===== src/rtl/mac_array_seq.sv =====
// Sequencer that streams K then Q vectors from a 1-cycle-latency vector memory into mac_array,
// framing each phase with the load/execute instruction and idle drain gaps the array expects.
module mac_array_seq #(
  parameter int NUM_K  = 8,
  parameter int NUM_Q  = 8,
  parameter int DRAIN  = 22,
  parameter int AW     = 8,
  parameter int BW     = 64,
  parameter int K_BASE = 0,
  parameter int Q_BASE = 8
) (
  input  logic          clk,
  input  logic          reset,
  input  logic          start,
  input  logic          k_reuse,
  output logic          mem_rd,
  output logic [AW-1:0] mem_addr,
  input  logic [BW-1:0] mem_rdata,
  output logic [BW-1:0] array_in,
  output logic [1:0]    array_inst,
  output logic          busy,
  output logic          done
);

  localparam int MKQ  = (NUM_K > NUM_Q) ? NUM_K : NUM_Q;
  localparam int MAXC = (MKQ > DRAIN) ? MKQ : DRAIN;
  localparam int CW   = $clog2(MAXC + 1);

  localparam logic [CW-1:0] K_LAST  = CW'(NUM_K - 1);
  localparam logic [CW-1:0] Q_LAST  = CW'(NUM_Q - 1);
  localparam logic [CW-1:0] DK_LAST = CW'(DRAIN - 1);
  // Post-execute drain runs one extra count: the last read's data cycle precedes the idle gap.
  localparam logic [CW-1:0] DQ_LAST = CW'(DRAIN);

  localparam logic [1:0] INST_IDLE = 2'b00;
  localparam logic [1:0] INST_K    = 2'b01;
  localparam logic [1:0] INST_Q    = 2'b10;

  typedef enum logic [2:0] {
    S_IDLE, S_LOAD_K, S_DRAIN_K, S_EXEC_Q, S_DRAIN_Q, S_DONE
  } state_t;

  state_t          r_state;
  logic [CW-1:0]   r_cnt;
  logic            r_rd_q;

  always_ff @(posedge clk or posedge reset) begin
    if (reset) begin
      r_state    <= S_IDLE;
      r_cnt      <= '0;
      r_rd_q     <= 1'b0;
      mem_rd     <= 1'b0;
      mem_addr   <= '0;
      array_in   <= '0;
      array_inst <= INST_IDLE;
      busy       <= 1'b0;
      done       <= 1'b0;
    end else begin
      // inst is the read strobe delayed one cycle; the data it announces lands the cycle after.
      if (array_inst != INST_IDLE) array_in <= mem_rdata;
      array_inst <= mem_rd ? (r_rd_q ? INST_Q : INST_K) : INST_IDLE;

      case (r_state)
        S_IDLE: begin
          if (start) begin
            busy   <= 1'b1;
            mem_rd <= 1'b1;
            r_cnt  <= '0;
            if (k_reuse) begin
              r_state  <= S_EXEC_Q;
              mem_addr <= AW'(Q_BASE);
              r_rd_q   <= 1'b1;
            end else begin
              r_state  <= S_LOAD_K;
              mem_addr <= AW'(K_BASE);
              r_rd_q   <= 1'b0;
            end
          end
        end
        S_LOAD_K: begin
          if (r_cnt == K_LAST) begin
            mem_rd  <= 1'b0;
            r_cnt   <= '0;
            r_state <= S_DRAIN_K;
          end else begin
            r_cnt    <= r_cnt + 1'b1;
            mem_addr <= mem_addr + 1'b1;
          end
        end
        S_DRAIN_K: begin
          if (r_cnt == DK_LAST) begin
            r_cnt    <= '0;
            mem_rd   <= 1'b1;
            mem_addr <= AW'(Q_BASE);
            r_rd_q   <= 1'b1;
            r_state  <= S_EXEC_Q;
          end else begin
            r_cnt <= r_cnt + 1'b1;
          end
        end
        S_EXEC_Q: begin
          if (r_cnt == Q_LAST) begin
            mem_rd  <= 1'b0;
            r_cnt   <= '0;
            r_state <= S_DRAIN_Q;
          end else begin
            r_cnt    <= r_cnt + 1'b1;
            mem_addr <= mem_addr + 1'b1;
          end
        end
        S_DRAIN_Q: begin
          if (r_cnt == DQ_LAST) begin
            r_cnt   <= '0;
            done    <= 1'b1;
            r_state <= S_DONE;
          end else begin
            r_cnt <= r_cnt + 1'b1;
          end
        end
        S_DONE: begin
          done    <= 1'b0;
          busy    <= 1'b0;
          r_state <= S_IDLE;
        end
        default: r_state <= S_IDLE;
      endcase
    end
  end

endmodule


===== config.mk =====
export PLATFORM = sky130hd
export DESIGN_NAME = mac_array_seq
export DESIGN_NICKNAME = d
export VERILOG_FILES = /design/src/rtl/mac_array_seq.sv
export SDC_FILE = /design/constraint.sdc
export NUM_CORES = 1
export LEC_CHECK = 0
export ABC_AREA = 1
export BUFFER_PORTS_ARGS = -buffer_cell sky130_fd_sc_hd__buf_2
export CAP_MARGIN = 0
export CORE_MARGIN = 2
export CORE_UTILIZATION = 52
export DETAILED_ROUTE_END_ITERATION = 8
export HOLD_SLACK_MARGIN = 0.05
export PLACE_DENSITY = 0.85
export SETUP_SLACK_MARGIN = 0.4
export SYNTH_ARGS = -nofsm -noshare
export SYNTH_HDL_FRONTEND = slang
export SYNTH_SLANG_ARGS = --single-unit

===== constraint.sdc =====
create_clock -name clk -period 6.18 [get_ports clk]
set_input_delay 0.618 -clock clk [delete_from_list [all_inputs] [get_ports clk]]
set_output_delay 0.618 -clock clk [all_outputs]
set_load 0.01 [all_outputs]

==> results of run 1 <==
## kinds of logic (layout without fill, tap and decap cells)
group                    Yosys count  count (layout)  share of synthesized area, %
XOR/XNOR                           3               3                         0.713
multiplexers                      64              64                          19.6
flip-flops                        86              86                          58.4
AO/OA/AOI/OAI                     16              16                          2.28
buffers and inverters             30             186                          4.28
AND/OR/NAND/NOR                  109             109                          13.4
adder cells (fa/ha/maj)            4               4                          1.36
## area by class of cell
| type | instances | area, sq um |
|---|---|---|
| clock buffers | 9 | 124 |
| inverters | 24 | 91.3 |
| multi-input cells | 196 | 1380 |
| fillers | 549 | 2170 |
| flip-flops and latches | 86 | 2150 |
| repair buffers | 146 | 736 |
| well taps | 96 | 120 |
| clock inverters | 7 | 56.3 |
## stage by stage
stage | util, % | worst slack [ps] | hold WS [ps] | power [mW]
after floorplan | - | 3340 | 422 | 1.81
after global placement | 65.6 | 4370 | 451 | 2.12
after detailed placement | 65.6 | 4320 | 454 | 2.19
after CTS | 68.2 | 4310 | 468 | 2.54
after global routing | 68.2 | 4220 | 479 | 2.71
final | 68.2 | 4320 | 463 | 2.52
## cell usage after synthesis
cell,n,share of area [%]
o21bai_1,1,0.20
nand3_1,20,2.7
nor2_4,2,0.61
xor2_1,3,0.71
nor3_1,2,0.27
nand3_2,1,0.27
mux2_2,64,20
nand2_2,1,0.17
o22ai_1,1,0.17
nand4_1,3,0.51
nand3b_1,2,0.41
inv_1,23,2.3
ha_1,4,1.4
o21ai_1,6,0.81
inv_2,1,0.10
nor3b_1,1,0.20
o21ai_0,5,0.68
a21oi_1,3,0.41
nor2_1,12,1.2
nand2_4,1,0.31
buf_6,6,1.8
nand2_1,61,6.2
nor2_2,3,0.51
dfrtp_1,86,58
## per-layer routing
metal | routed length [um] | vias up
met3 | 514 | 11
met2 | 4010 | 101
met5 | 0 | -
met4 | 130 | 0
li1 | - | 1344
met1 | 3170 | 1309
## worst max-delay path by stage
stage             startpoint           end  slack, ps  cells after the start
6_report       array_inst[1]  array_in[17]       4320                      3
5_1_grt        array_inst[1]  array_in[14]       4220                      3
3_3_place_gp   array_inst[1]  array_in[13]       4370                      3
3_5_place_dp   array_inst[1]  array_in[10]       4320                      3
2_1_floorplan          reset   array_in[0]       3340                      1
4_1_cts        array_inst[1]  array_in[21]       4310                      3
## power breakdown
group / leakage, nW / switching, mW / internal (mW)
Sequential: 1.03 / 0.170 / 0.832
Combinational: 1.25 / 0.601 / 0.553
Clock: 0.0842 / 0.208 / 0.151
Total: 2.37 / 0.979 / 1.54
## sequential cells by signal, summed over array words and instances, names as in the netlist
signal	flops
r_cnt	5
mem_addr	8
r_state	3
busy	1
array_inst	2
array_in	64
done	1
mem_rd	1
r_rd_q	1
## worst register-to-register path: stages, from the launching register on
cell and delay, ps:
dfrtp_1 410, nor2_4 300, buf_4 600, mux2_2 450
==> metrics.txt, run 1 <==
Ports approximately 150; CP cell instances nor2_4, buf_4, mux2_2; Critical Path RT 6420 ps; first-pass GRT wire length approximately 12000 um; Nets 535; status complete, no violations; worst skew pair latency 350 ps; crit-path max cell delay 600 ps; most frequent cells in the layout buf_2 (144), dfrtp_1 (86), mux2_2 (64), nand2_1 (61), inv_1 (22); die area 0.00778 sq mm; reg2reg setup slack roughly 4300 ps; largest net degree at the start of global routing 87; area growth from synthesis to layout 26.5%; Finish-stage setup viols 0; syn avg cell area ~12 sq um; type of the worst setup path register to register; Final Hold Viols 0; hpwl dp 5960 um; Seq/Total Area, Yosys 58.4%; placed cells approximately 550; Row Count 30; Synth Net Count ~380; Worst EP arrival 2090 ps; IO buf count 144; # hold bufs at CTS 0; critical path capture point type register; r2r endpoint array_in[17]; Buf/Inv on CP 1; Die W about 90 um; post-route ant nets 0; max-slew violations 0; Hold Crit Start r_rd_q; share of cells above drive strength 1 50.4%; routability congestion estimate 0.975; CTS Root Cell clkbuf_8; 1st-pass router iterations 6; post-CTS setup buffers 0; Critical Path Fanout Max 53; CTS Buf Count 9; met3 usage 3.96%; Sink Count 86; crit share post-route 30.1%; Total GRT Usage 20.9%; CTS tree yes; drt drc 0; commonest non-fill, non-tap cell in the layout buf_2; M1 GR Usage around 26%; maxcap violations 0; post-DR vias/cell 4.90; Rel. slew slack 30.7%; Yosys reg bits 86; Finished Layout Cells 564; drt wl/cell 13.9 um; Unique masters post-synth 24; post-synthesis cell count 312; Power Density between 500 and 600 mW/mm^2; delay-heaviest family, CP buffers and inverters; slew at the pin closest to its max-slew limit approximately 1000 ps; Final Skew approximately 10 ps; Die Ht 88.2 um; drt first-iter violations between 80 and 90; worst min path class register to register; VDD IR max 0.277 mV; CTS H-tree lvls 3; grt peak-use layer met2; Hold EP array_inst[0]; Placement Cell Area 0.00448 sq mm; Post-Syn Area 0.00368 sq mm; final setup TNS 0 ps; clk buf depth 2; Ys Warns 0; initial antenna violation count 0; Resize count post-CTS 0; n_diodes 0; slowest cell on the critical path buf_4; RSZ-0062 raised after global routing false; minimum clock period 1860 ps; FMAX 0.538 GHz; M2 GR Usage a little under two fifths; GRT overflow 0; vias after detailed routing 2765; number of global-route vias before repair 2712; Core Footprint 0.00683 sq mm; Routed WL 7830 um; FF-to-FF path depth 3; Final Instance Area 0.00466 sq mm; reg2reg start array_inst[1]; Initial Util 53.9%; hold path depth 1; Clk pin slew, worst setup/hold paths about 90 ps; CP Launch Type register; P_leak 2.37 nW
Note: power is estimated with default switching activity, not from simulation.
==> inputs of run 2 (changes only) <==
--- a/config.mk
+++ b/config.mk
@@ -9,10 +9,10 @@
 export BUFFER_PORTS_ARGS = -buffer_cell sky130_fd_sc_hd__buf_2
 export CAP_MARGIN = 0
 export CORE_MARGIN = 2
-export CORE_UTILIZATION = 52
+export CORE_UTILIZATION = 48
 export DETAILED_ROUTE_END_ITERATION = 8
 export HOLD_SLACK_MARGIN = 0.05
-export PLACE_DENSITY = 0.85
+export PLACE_DENSITY = 0.79
 export SETUP_SLACK_MARGIN = 0.4
 export SYNTH_ARGS = -nofsm -noshare
 export SYNTH_HDL_FRONTEND = slang
==> constraint.sdc (replaced) <==
create_clock -name clk -period 1.9 [get_ports clk]
set_input_delay 0.19 -clock clk [delete_from_list [all_inputs] [get_ports clk]]
set_output_delay 0.19 -clock clk [all_outputs]
set_load 0.01 [all_outputs]
==> metrics.txt, run 2 (same netlist as run 1, synthesis figures left out) <==
Die W 91.6 um; routability congestion estimate 0.931; P_sw 3.38 mW; Worst EP arrival around 1800 ps; worst skew pair latency 350 ps; Regs by FF count array_in (64), mem_addr (8), r_cnt (5); critical path capture point type register; r2r endpoint r_state[2]; post-DR vias/cell 4.88; FF-to-FF path depth 9; reg2reg start r_cnt[1]; placed cells 553; switching share of power 38.4%; max-slew violations 0; CTS Root Cell clkbuf_8; final setup TNS 0 ps; initial antenna violation count 0; number of global-route vias before repair between 2000 and 3000; max reg flops 64; 1st-pass router iterations 4; Clock power frac 14.9%; Nets 571; Row Count 31; Critical Path Fanout Max 6; Finished Layout Cells about 600; Finish-stage setup viols 0; maxcap violations 0; GRT overflow 0; IO buf count 144; die area 0.00839 sq mm; Hold Crit Start mem_rdata[42]; vias after detailed routing just under 3000; Pint 5.41 mW; CP cell instances ha_2, nand2_1, inv_2, nand2_1, nand2_2, inv_1, nor2_4, nand3_2, nand2_1; fill count 565; CTS Buf Count 9; Die Ht 91.6 um; CTS H-tree lvls 3; status complete, no violations; n_diodes 0; area growth from synthesis to layout 39.4%; Final Skew 10.6 ps; FMAX 0.667 GHz; largest reg by FF count array_in; slew at the pin closest to its max-slew limit 552 ps; crit share post-route 78.9%; most frequent cells in the layout buf_2 (144), dfrtp_1 (83), mux2_2 (64), nand2_1 (55), dlygate4sd3_1 (25); Power Density 1710 mW/mm^2; Rel. slew slack 63.1%; reg2reg setup slack 400 ps; part of the power in registers 37.3%; Routed WL about 9000 um; clk buf depth 2; share of cells above drive strength 1 53.8%; CTS tree yes; Initial Util 50.3%; hold path depth 2; largest net degree at the start of global routing 52; CP Launch Type register; Total GRT Usage between 20% and 30%; minimum clock period 1500 ps; hpwl dp 6100 um; Gate power share 47.8%; post-route ant nets 0; drt first-iter violations slightly below 60; Sink Count 86; Ports 145; drt drc 0; Critical Path RT 2190 ps; Crit path top cell by count nand2_1; Hold EP array_in[42]; crit-path max cell delay 440 ps; VDD IR max 0.892 mV; Final Hold Viols 0; drt wl/cell 14.9 um; P_leak about 2.5 nW; RSZ-0062 raised after global routing true; worst min path class input pin to register; Core Footprint 0.00733 sq mm; Clk pin slew, worst setup/hold paths 90 ps; type of the worst setup path register to register; commonest non-fill, non-tap cell in the layout buf_2; first-pass GRT wire length 13400 um; slowest cell on the critical path dfrtp_1
==> run 2: changes by cell type in the layout (fill, tap and decap cells not counted), sizes merged <==
cell         delta
buf            +11
dlygate4sd3    +25
inv             -1
clkinv          -1
bufinv          +1
clkbuf          +1
==> run 2: layer usage <==
| metal | wire length, um | global-route usage (%) | vias up |
|---|---|---|---|
| met2 | 4630 | 34.1 | 109 |
| met5 | 0 | 0 | - |
| met3 | 585 | 6.08 | 16 |
| met4 | 164 | 6.82 | 0 |
| met1 | 3580 | 25.3 | 1408 |
| li1 | - | - | 1410 |
==> run 2: power by group through the flow <==
stage | logic (mW) | clock network, mW | registers [mW]
3_3_place_gp | 3.78 | 0 | 3.22
3_5_place_dp | 3.91 | 0 | 3.27
4_1_cts | 3.97 | 1.34 | 3.24
2_1_floorplan | 2.27 | 0 | 3.60
5_1_grt | 4.55 | 1.43 | 3.38
6_report | 4.20 | 1.31 | 3.28
==> run 2: stage by stage <==
stage / total power, mW / setup WS [ps] / instance area (sq um) / hold WS, ps / utilization, %
after CTS: 8.55 / 410 / 4870 / 51.0 / 66.4
after floorplan: 5.88 / 447 / 3690 / 340 / -
after global placement: 7.00 / 470 / 4530 / 260 / 61.7
after detailed placement: 7.18 / 349 / 4530 / 267 / 61.7
final: 8.79 / 400 / 5140 / 66.4 / 70.1
after global routing: 9.36 / 292 / 5140 / 49.2 / 70.1
==> run 2: worst max-delay path, delay by kind of cell (launching register included) <==
family                     cells  cell delay, ps
adders and majority gates      1             220
buffers and inverters          2             180
DFF                            1             440
and+or+nand+nor                6             610
==> run 2: cell type report <==
| type | instances | area (sq um) | area share, % |
|---|---|---|---|
| multi-input cells | 196 | 1460 | 28.5 |
| repair buffers | 182 | 1090 | 21.3 |
| well taps | 99 | 124 | 2.41 |
| inverters | 24 | 93.8 | 1.83 |
| flip-flops and latches | 86 | 2160 | 42.0 |
| clock buffers | 10 | 138 | 2.68 |
| clock inverters | 6 | 67.6 | 1.32 |
==> run 2: worst max-delay path by stage <==
stage                       start          end  slack, ps  cells after the start
floorplan           array_inst[1]  array_in[0]        450                      3
global placement       r_state[1]     r_cnt[1]        470                      5
detailed placement       r_cnt[1]   r_state[0]        350                      9
CTS                    r_state[2]   r_state[0]        410                      8
global route           r_state[1]     r_cnt[2]        290                      5
finish                   r_cnt[1]   r_state[2]        400                      9
==> run 2: timing repair <==
item / CTS / global route
pin swaps: 0 / 5
setup endpoints to repair: 6 / 17
hold endpoints to repair: 33 / 13
hold buffers: 12 / 13
setup buffers: 0 / 9
resized for setup: 4 / 25
==> inputs of run 3 (changes only) <==
==> constraint.sdc (replaced) <==
create_clock -name clk -period 1.4 [get_ports clk]
set_input_delay 0.14 -clock clk [delete_from_list [all_inputs] [get_ports clk]]
set_output_delay 0.14 -clock clk [all_outputs]
set_load 0.01 [all_outputs]
==> metrics.txt, run 3 <==
EDFF count, synth 0; post-synthesis cell count 312; syn avg cell area 11.8 sq um; Unique masters post-synth 24; Sink Count 86; clk buf depth 2; IO buf count 144; Initial Util between 50 and 60%; CTS Buf Count 9; synth top area cells dfrtp_1 (58%), mux2_2 (20%), nand2_1 (6.2%); count leader, synth dfrtp_1; Total GRT Usage about nine tenths; Post-Syn Area 0.00368 sq mm; async set-reset flop share out of synthesis 100%; Ys Warns 0; GRT overflow 350; Seq/Total Area, Yosys 58.4%; routability congestion estimate 0.832; hpwl dp 6310 um; Synth Net Count between 300 and 400; CTS H-tree lvls 3; Ports between 100 and 150; Last stage global routing (5_1_grt); Row Count 31; worst ep type sequential cell input; CTS Root Cell clkbuf_8; Tool Error [ERROR GRT-0232] Routing congestion too high. Check the congestion heatmap in the GUI.; Post-synth top cells dfrtp_1 (86), mux2_2 (64), nand2_1 (61); initial antenna violation count 4; Most used DFF post-synth dfrtp_1; largest net degree at the start of global routing 32; status did not finish; Placement Cell Area roughly 0.0047 sq mm; Die W 91.6 um; Yosys top cell area share around 58%; Yosys reg bits 86; critical endpoint after global-route timing repair r_state[0]$_DFFE_PP0P_/D; Yosys top cell by area dfrtp_1; Die Ht 91.6 um
run 3: cell counts after synthesis:
No cell type changed its count.
run 3: per-layer routing:
layer  GRT overflow  GRT usage [%]
met1              1           84.0
met2            237            110
met3              2           76.7
met4            110            100
met5              0           21.8
run 3: kinds of logic after synthesis:
group                      after synthesis  share of synthesized area [%]
AOI/OAI and AO/OA                       16                           2.28
xor gates and xnor gates                 3                          0.713
adders and majority gates                4                           1.36
buffers and inverters                   30                           4.28
DFF                                     86                           58.4
muxes                                   64                           19.6
and+or+nand+nor                        109                           13.4
run 3: timing repair:
action | 4_1_cts
setup endpoints to repair | 161
pin swaps | 12
gates resized for setup | 71
hold endpoints to repair | 80
buffers inserted | 33
cloned | 6
hold buffers | 65
run 3: metrics by stage:
step / util [%] / setup slack [ps] / instances / hold WS (ps) / setup TNS [ps]
2_1_floorplan: - / 78.4 / 312 / 290 / 0
3_3_place_gp: 64.8 / 35.1 / 570 / 170 / 0
3_5_place_dp: 64.8 / -36.0 / 570 / 180 / -98.2
4_1_cts: 85.6 / -34.0 / 690 / 68.0 / -126
==> inputs of run 4 (changes only) <==
--- a/config.mk
+++ b/config.mk
@@ -9,11 +9,9 @@
 export BUFFER_PORTS_ARGS = -buffer_cell sky130_fd_sc_hd__buf_2
 export CAP_MARGIN = 0
 export CORE_MARGIN = 2
-export CORE_UTILIZATION = 48
+export CORE_UTILIZATION = 40
 export DETAILED_ROUTE_END_ITERATION = 8
-export HOLD_SLACK_MARGIN = 0.05
-export PLACE_DENSITY = 0.79
-export SETUP_SLACK_MARGIN = 0.4
+export PLACE_DENSITY_LB_ADDON = 0.15
 export SYNTH_ARGS = -nofsm -noshare
 export SYNTH_HDL_FRONTEND = slang
 export SYNTH_SLANG_ARGS = --single-unit
==> metrics.txt, run 4 (same netlist as run 1, synthesis figures left out) <==
post-route setup slack -51.4 ps; Routed WL 8340 um; largest reg by FF count array_in; Power Density around 2300 mW/mm^2; Buf/Inv on CP 2; Finished Layout Cells 617; P_leak 2.58 nW; post-route ant nets 0; CTS Buf Count 9; Gate power share between 40% and 50%; Sink Count 86; slew at the pin closest to its max-slew limit 364 ps; critical path capture point type register; VDD IR max approximately 1.3 mV; failing checks setup timing; worst min path class input pin to register; CTS Root Cell clkbuf_8; Final Skew 10.4 ps; worst skew pair latency 350 ps; routability congestion estimate around 0.90; most frequent cells in the layout buf_2 (144), dfrtp_1 (83), mux2_2 (64), nand2_1 (53), dlygate4sd3_1 (22); status finished with violations; Critical Path RT approximately 1700 ps; Ports 145; IO buf count 144; Die Ht 100 um; vias after detailed routing 2905; switching share of power 37.5%; minimum clock period approximately 1500 ps; drt wl/cell 13.5 um; part of the power in registers ~36%; Final Hold Viols 0; Nets 573; die area about 0.010 sq mm; fill count 792; CP cell instances inv_2, ha_4, nand2_2, inv_2, nand2_2, nand2_4, nand2_4, nor2_4, nand3_1, nand2_1; FMAX approximately 0.7 GHz; Finish-stage setup viols 9; commonest non-fill, non-tap cell in the layout buf_2; max-slew violations 0; crit-path max cell delay 470 ps; Pint 7.63 mW; CP Launch Type register; delay-heaviest family, CP simple AND/OR/NAND/NOR gates; type of the worst setup path register to register; hpwl dp 5740 um; Row Count 35; crit share post-route 104%; Core Footprint 0.00911 sq mm; GRT overflow 0; Rel. slew slack 75.7%; first-pass GRT wire length roughly 13000 um; max reg flops 64; post-DR vias/cell between 4 and 5; Clk pin slew, worst setup/hold paths 90 ps; placed cells 575; drt first-iter violations 81; Initial Util between 40% and 50%; CTS H-tree lvls 3; n_diodes 0; initial antenna violation count 0; 1st-pass router iterations 4; Clock power frac about 16%; P_sw roughly 4.6 mW; clk buf depth 2; Die W 100 um; Worst EP arrival 1740 ps; Total GRT Usage 16.7%; CTS tree yes; slowest cell on the critical path dfrtp_2; largest net degree at the start of global routing 38; RSZ-0062 raised after global routing true; number of global-route vias before repair between 2000 and 3000; maxcap violations 0; share of cells above drive strength 1 54.7%; reg2reg setup slack -50 ps; drt drc 0; Regs by FF count array_in (64), mem_addr (8), r_cnt (5); Place WS -55.8 ps; Critical Path Fanout Max 5; area growth from synthesis to layout 41.9%
run 4: metrics by stage:
stage	setup TNS (ps)	area, sq um	hold slack [ps]	power, mW	util, %
after floorplan	0	3690	290	7.99	-
after global placement	-53.2	4640	142	9.84	50.9
after detailed placement	-374	4640	147	9.95	50.9
after CTS	0	5130	0.819	12.1	56.3
after global routing	-1820	5230	2.98	13.1	57.4
final	-170	5230	17.0	12.2	57.4
run 4: worst register-to-register path, delay by kind of cell (launching register included):
kind                       cells  cell delay (ps)
adders and majority gates      1              120
buffers and inverters          2              160
DFF                            1              470
and+or+nand+nor                7              640
run 4: layout make-up:
cell class | count | area (sq um) | share of cell area [%]
clock inverters | 7 | 103 | 1.96
flip-flops and latches | 86 | 2160 | 41.2
repair buffers | 184 | 1130 | 21.6
well taps | 111 | 139 | 2.66
inverters | 24 | 96.3 | 1.84
multi-input cells | 196 | 1480 | 28.3
clock buffers | 9 | 124 | 2.37
run 4: worst paths after layout:
path                                from             to  depth (start not counted)
setup / recovery                r_cnt[1]     r_state[2]                         10
hold / removal             mem_rdata[21]   array_in[21]                          2
setup reg to reg                r_cnt[1]     r_state[2]                         10
hold reg to reg                   r_rd_q  array_inst[0]                          1
max in group asynchronous          reset    mem_addr[3]                          4
min in group asynchronous          reset   array_in[17]                          3
run 4: routing by layer:
metal  GRT usage [%]  wire [um]  share of wire [%]
met4            7.48        133                1.6
met2            27.0       3980                 48
met5               0          0                  0
met1            21.7       3700                 44
met3            3.62        527                6.3
run 4: power by group through the flow:
stage               clock [mW]  combinational, mW  sequential (mW)
detailed placement           0               5.56             4.39
finish                    1.98               5.83             4.39
CTS                       2.05               5.72             4.34
floorplan                    0               3.09             4.90
global placement             0               5.49             4.35
global route              2.16               6.41             4.57
run 4: what timing repair did:
action	in CTS	in global routing
hold buffers	22	0
pin swaps	3	5
endpoints found under the setup margin	14	18
resized for setup	13	21
setup buffers	1	3
hold endpoints to repair	34	0
